### src/rtl/pulse_det_pkg.sv
// ============================================================================
// pulse_det_pkg : shared state encoding and parameter legality check
// Rev 1.0
// ============================================================================
`default_nettype none

package pulse_det_pkg;

  typedef enum logic [1:0] {
    ARM    = 2'd0,
    IDLE   = 2'd1,
    ACTIVE = 2'd2,
    OVER   = 2'd3
  } pulse_state_t;

  function automatic bit params_legal(input int min_w, input int max_w);
    return (min_w >= 1) && (min_w <= max_w);
  endfunction

endpackage

`default_nettype wire

### src/rtl/pulse_width_channel.sv
// ============================================================================
// pulse_width_channel : one-channel pulse width qualifier
// Rev 1.0
// ============================================================================
`default_nettype none

module pulse_width_channel
  import pulse_det_pkg::*;
#(
  parameter int MIN_W = 1,
  parameter int MAX_W = 8,
  parameter int CNT_W = $clog2(MAX_W + 1)
) (
  input  logic             clk,
  input  logic             rst,
  input  logic             a,
  input  logic             polarity,
  output logic             detected,
  output logic [CNT_W-1:0] width_o,
  output logic             reject_short,
  output logic             reject_long
);

  localparam logic [CNT_W-1:0] c_MIN_W = CNT_W'(MIN_W);
  localparam logic [CNT_W-1:0] c_MAX_W = CNT_W'(MAX_W);

  pulse_state_t     r_state;
  logic [CNT_W-1:0] r_cnt;
  logic             r_pol;
  logic             w_lvl;
  logic             w_pol_chg;

  assign w_lvl     = a ^ r_pol;
  assign w_pol_chg = polarity != r_pol;

  always_ff @(posedge clk) begin
    if (rst) begin
      r_state      <= ARM;
      r_cnt        <= '0;
      r_pol        <= 1'b0;
      detected     <= 1'b0;
      width_o      <= '0;
      reject_short <= 1'b0;
      reject_long  <= 1'b0;
    end else begin
      r_pol        <= polarity;
      detected     <= 1'b0;
      reject_short <= 1'b0;
      reject_long  <= 1'b0;
      // A polarity change restarts qualification and overrides any pulse end.
      if (w_pol_chg) begin
        r_state <= ARM;
        r_cnt   <= '0;
      end else begin
        case (r_state)
          ARM: begin
            if (!w_lvl) r_state <= IDLE;
          end
          IDLE: begin
            if (w_lvl) begin
              r_state <= ACTIVE;
              r_cnt   <= CNT_W'(1);
            end
          end
          ACTIVE: begin
            if (w_lvl) begin
              if (r_cnt == c_MAX_W) begin
                r_state     <= OVER;
                reject_long <= 1'b1;
              end else begin
                r_cnt <= r_cnt + CNT_W'(1);
              end
            end else begin
              r_state <= IDLE;
              if (r_cnt >= c_MIN_W) begin
                detected <= 1'b1;
                width_o  <= r_cnt;
              end else begin
                reject_short <= 1'b1;
              end
            end
          end
          OVER: begin
            if (!w_lvl) r_state <= IDLE;
          end
          default: r_state <= ARM;
        endcase
      end
    end
  end

endmodule

`default_nettype wire

### src/rtl/multi_channel_pulse_width_detector.sv
// ============================================================================
// multi_channel_pulse_width_detector : N independent pulse width qualifiers
// Rev 1.0
// ============================================================================
`default_nettype none

module multi_channel_pulse_width_detector
  import pulse_det_pkg::*;
#(
  parameter int N_CH  = 4,
  parameter int MIN_W = 1,
  parameter int MAX_W = 8,
  parameter int CNT_W = $clog2(MAX_W + 1)
) (
  input  logic                  clk,
  input  logic                  rst,
  input  logic [N_CH-1:0]       a,
  input  logic [N_CH-1:0]       polarity,
  output logic [N_CH-1:0]       detected,
  output logic [N_CH*CNT_W-1:0] width_o,
  output logic [N_CH-1:0]       reject_short,
  output logic [N_CH-1:0]       reject_long
);

  if (!params_legal(MIN_W, MAX_W)) begin : g_bad_params
    $error("pulse detector: need 1 <= MIN_W <= MAX_W");
  end

  for (genvar i = 0; i < N_CH; i++) begin : g_ch
    pulse_width_channel #(
      .MIN_W (MIN_W),
      .MAX_W (MAX_W),
      .CNT_W (CNT_W)
    ) u_ch (
      .clk          (clk),
      .rst          (rst),
      .a            (a[i]),
      .polarity     (polarity[i]),
      .detected     (detected[i]),
      .width_o      (width_o[i*CNT_W +: CNT_W]),
      .reject_short (reject_short[i]),
      .reject_long  (reject_long[i])
    );
  end

endmodule

`default_nettype wire

### config.mk
export PLATFORM = sky130hd
export DESIGN_NAME = multi_channel_pulse_width_detector
export DESIGN_NICKNAME = d
export VERILOG_FILES = /design/src/rtl/pulse_det_pkg.sv /design/src/rtl/pulse_width_channel.sv /design/src/rtl/multi_channel_pulse_width_detector.sv
export SDC_FILE = /design/constraint.sdc
export NUM_CORES = 1
export LEC_CHECK = 0
export CORE_MARGIN = 2
export CORE_UTILIZATION = 25
export CTS_CLUSTER_SIZE = 40
export DETAILED_ROUTE_END_ITERATION = 10
export PLACE_DENSITY = 0.48
export SLEW_MARGIN = 20
export SYNTH_ARGS = -nofsm -noshare
export SYNTH_HDL_FRONTEND = slang
export SYNTH_SLANG_ARGS = --single-unit
### constraint.sdc
create_clock -name clk -period 1.58 [get_ports clk]
set_input_delay 0.395 -clock clk [delete_from_list [all_inputs] [get_ports clk]]
set_output_delay 0.395 -clock clk [all_outputs]
set_load 0.01 [all_outputs]
==> summary.md <==
### Timing
* 4.90 ps — Clock Skew
* 618 MHz — upper clock frequency limit
* 102% — post-route clock period utilization
* -38.6 ps — fin worst setup slack
* 2 — count of endpoints failing setup in the final report
* 0 — count of final max-slew check failures
* 1620 ps — Final min period
* 76.5% — worst-case headroom to the max-slew limit
* yes — setup repair after global routing missed its margin
* 350 ps — transition time of the tightest slew-check pin
* 0 — final hold violation count

### Job
* 0 — count of maximum capacitance violations

### Place
* 37 — port bufs
* 3620 um^2 — placed standard-cell area
* 0.777 — global placer's final weighted congestion
* 4750 um — Detail Placement HPWL

### Setup path
* 1770 ps — CP Data Required Time
* flop — CP Capture Type
* 6 — worst reg2reg path depth
* or4b_4 — slowest cell on the critical path
* reg -> reg — worst setup path class
* 1810 ps — data arrival time of the worst path
* 4 — largest fanout on the critical path
* inv_4, ha_4, or4b_4, o211ai_4, mux2i_1, nor2_1 — ordered cell list for the critical path
* 520 ps — worst stage delay on the critical path
* flop — critical path launch point type

### Outcome
* finished with violations — status
* negative setup slack — failing checks

### CTS
* clkbuf_16 — clock root cell
* 2 — Clock Path Buffers
* 2 — number of levels in the clock H-tree
* 5 — number of buffers created by CTS
* 0 — hold-fix buffer count after cts
* yes — TritonCTS clock tree
* 56 — clk sink count
* 70 ps — Clk pin slew, worst setup/hold paths
* 290 ps — Skew-Pair Late Insertion Delay

### Floorplanning
* 111 um — die span in x
* 38 — number of primary I/O pins
* 111 um — die extent in y
* 11000 um^2 — placeable core region
* 25.9% — effective utilization at floorplan
* 38 — std cell rows
* 12200 um^2 — total die area

### Power
* 0.720 mW — switching power
* 783 nW/um^2 — Cell Pwr Density
* 45.8% — Flop pwr share
* 11.7% — combinational share of power
* 42.5% — share of power burned in the clock network
* 22.7% — Sw Ratio
* 1.77 nW — leakage dissipation
* 0.480 mV — Peak VDD IR
* 2.45 mW — Int Pwr

### Logic synthesis
* 43 — distinct cell type count of the synthesized netlist
* dfxtp_1 — most frequently used flop master after synthesis
* 0 — number of enable flip-flop cells after synthesis
* 39.4% — proportion of synthesized chip area in sequential cells
* 312 — cells after synthesis
* 9.11 um^2 — post-synthesis area per instance
* 0 — total of warnings raised by yosys
* 56 — number of synthesized register bits
* 2840 um^2 — cell area after synthesis
* 0% — FFs w/ async S/R, synth
* 342 — net count after synthesis

### Detailed routing
* 0 — remaining design rule violation count
* 4.55 — post-detailed-route via-to-cell ratio
* 6450 um — Post-Route WL
* 2406 — Vias
* 55 — DRC marker count from the first detailed-route iteration
* 12.2 um — routed wirelength normalized by instance count
* 4 — first-pass detailed-route iteration total
* 0 — antenna-violating nets left

### Cells and area
* 418 — Final nets
* 36.8% — Post-Route Utilization
* 27.2% — layout cell share with drive strength beyond 1
* 1132 — Filler Cell Count
* 42.3% — layout overhead on the synthesized area
* buf_4, dfxtp_1, nor2_1 — leading cell types in the layout, fill and taps excluded
* 4050 um^2 — final non-filler cell area
* buf_4 — most common cell after layout, fill and taps aside
* 0 — number of diodes

### GRT
* 10.8% — gr usage total
* 2386 — vias in the first global route
* 0 — initial antenna violation count
* 17 — largest net degree at the start of global routing
* 11100 um — wire length of the first global-routing pass
* 0 — gr ovfl total

### Worst hold path
* reg -> reg — Hold Crit Class
* 1 — hold depth

[final timing paths]
path / slack (ps) / from / to
max: -40 / g_ch[3].u_ch.r_cnt[1] / g_ch[3].u_ch.width_o[2]
min reg2reg: 480 / g_ch[0].u_ch.width_o[3] / g_ch[0].u_ch.width_o[3]
min: 480 / g_ch[0].u_ch.width_o[3] / g_ch[0].u_ch.width_o[3]
max reg2reg: -40 / g_ch[3].u_ch.r_cnt[1] / g_ch[3].u_ch.width_o[2]
[per-layer routing]
layer | global-route usage (%) | part of all wire (%) | wire [um] | vias up
met5 | 0 | 0 | 0 | -
met4 | 3.25 | 1.1 | 74 | 0
met3 | 2.63 | 3.3 | 210 | 8
met2 | 18.0 | 49 | 3140 | 35
met1 | 13.8 | 47 | 3030 | 1119
li1 | - | - | - | 1244
[power groups by stage]
| stage | Combinational (mW) | Clock (mW) | Sequential, mW |
|---|---|---|---|
| 2_1_floorplan | 0.191 | 0 | 1.48 |
| 3_3_place_gp | 0.335 | 0 | 1.48 |
| 3_5_place_dp | 0.337 | 0 | 1.48 |
| 4_1_cts | 0.343 | 1.40 | 1.45 |
| 5_1_grt | 0.418 | 1.44 | 1.46 |
| 6_report | 0.370 | 1.35 | 1.45 |
[through the flow]
step | cells | TNS [ps] | hold WS (ps) | setup WS, ps | power [mW]
floorplan | 312 | 0 | 456 | 16.1 | 1.67
global placement | 517 | -9550 | 470 | -317 | 1.82
detailed placement | 517 | -9800 | 471 | -314 | 1.82
CTS | 526 | -28.3 | 484 | -15.3 | 3.20
global route | 529 | -578 | 495 | -95.3 | 3.31
finish | 529 | -43.8 | 481 | -38.6 | 3.17
[sequential cells by signal, indices dropped and copies added (netlist names)]
name / count
g_ch.u_ch.r_pol: 4
g_ch.u_ch.detected: 4
g_ch.u_ch.reject_short: 4
g_ch.u_ch.reject_long: 4
g_ch.u_ch.width_o: 16
g_ch.u_ch.r_state: 8
g_ch.u_ch.r_cnt: 16
[critical path: cells and delay by family (launching register included)]
family	cells	cell delay (ps)
adder cells (fa/ha/maj)	1	140
flip-flops	1	350
buffers and inverters	1	50
multiplexers	1	250
AO/OA/AOI/OAI	1	150
AND/OR/NAND/NOR	2	570
[kinds of logic (layout without fill, tap and decap cells)]
logic type,Yosys count,in the layout,share of synthesized area (%)
xor+xnor,11,11,3.65
simple gates,119,119,22.9
mux,11,11,3.87
fa+ha+maj,20,20,8.80
buf+inv,35,112,6.21
flops,56,56,39.4
compound gates,60,60,15.1
[synthesized netlist by cell type (2+ instances only)]
cell type,number,area [um^2]
dfxtp_1,56,1120
nor2_1,32,120
ha_1,20,250
inv_1,17,63.8
nor3_1,17,85.1
o21ai_0,15,75.1
a21oi_1,14,70.1
nand2_1,14,52.6
buf_4,12,90.1
mux2i_1,11,110
nand3_1,11,55.1
nor2b_1,8,50.1
and3_1,7,43.8
a22o_1,6,52.6
xnor2_1,6,52.6
a221oi_1,5,43.8
and2_1,5,31.3
clkbuf_1,5,18.8
and2b_1,4,30.0
and4b_1,4,40.0
nand3b_1,4,30.0
xor2_1,4,35.0
a211oi_1,3,22.5
o211ai_2,3,37.5
o21bai_1,3,22.5
or4b_4,3,41.3
nand2b_1,2,12.5
nand4_1,2,12.5
nand4b_1,2,17.5
o211a_1,2,20.0
o21a_1,2,15.0
o221a_2,2,22.5
[timing repair]
action,in CTS,in global routing
setup endpoints to repair,22,43
setup buffers,1,4
resized for setup,21,57
pin swaps,1,13
[layout make-up]
| type | count | area (um^2) | share of cell area (%) |
|---|---|---|---|
| multi-input cells | 221 | 1730 | 42.7 |
| flip-flops and latches | 56 | 1140 | 28.1 |
| repair buffers | 87 | 747 | 18.5 |
| well taps | 140 | 175 | 4.33 |
| clock buffers | 7 | 153 | 3.77 |
| inverters | 17 | 73.8 | 1.82 |
| clock inverters | 1 | 30.0 | 0.742 |
Power figures use the tool's default switching activity.
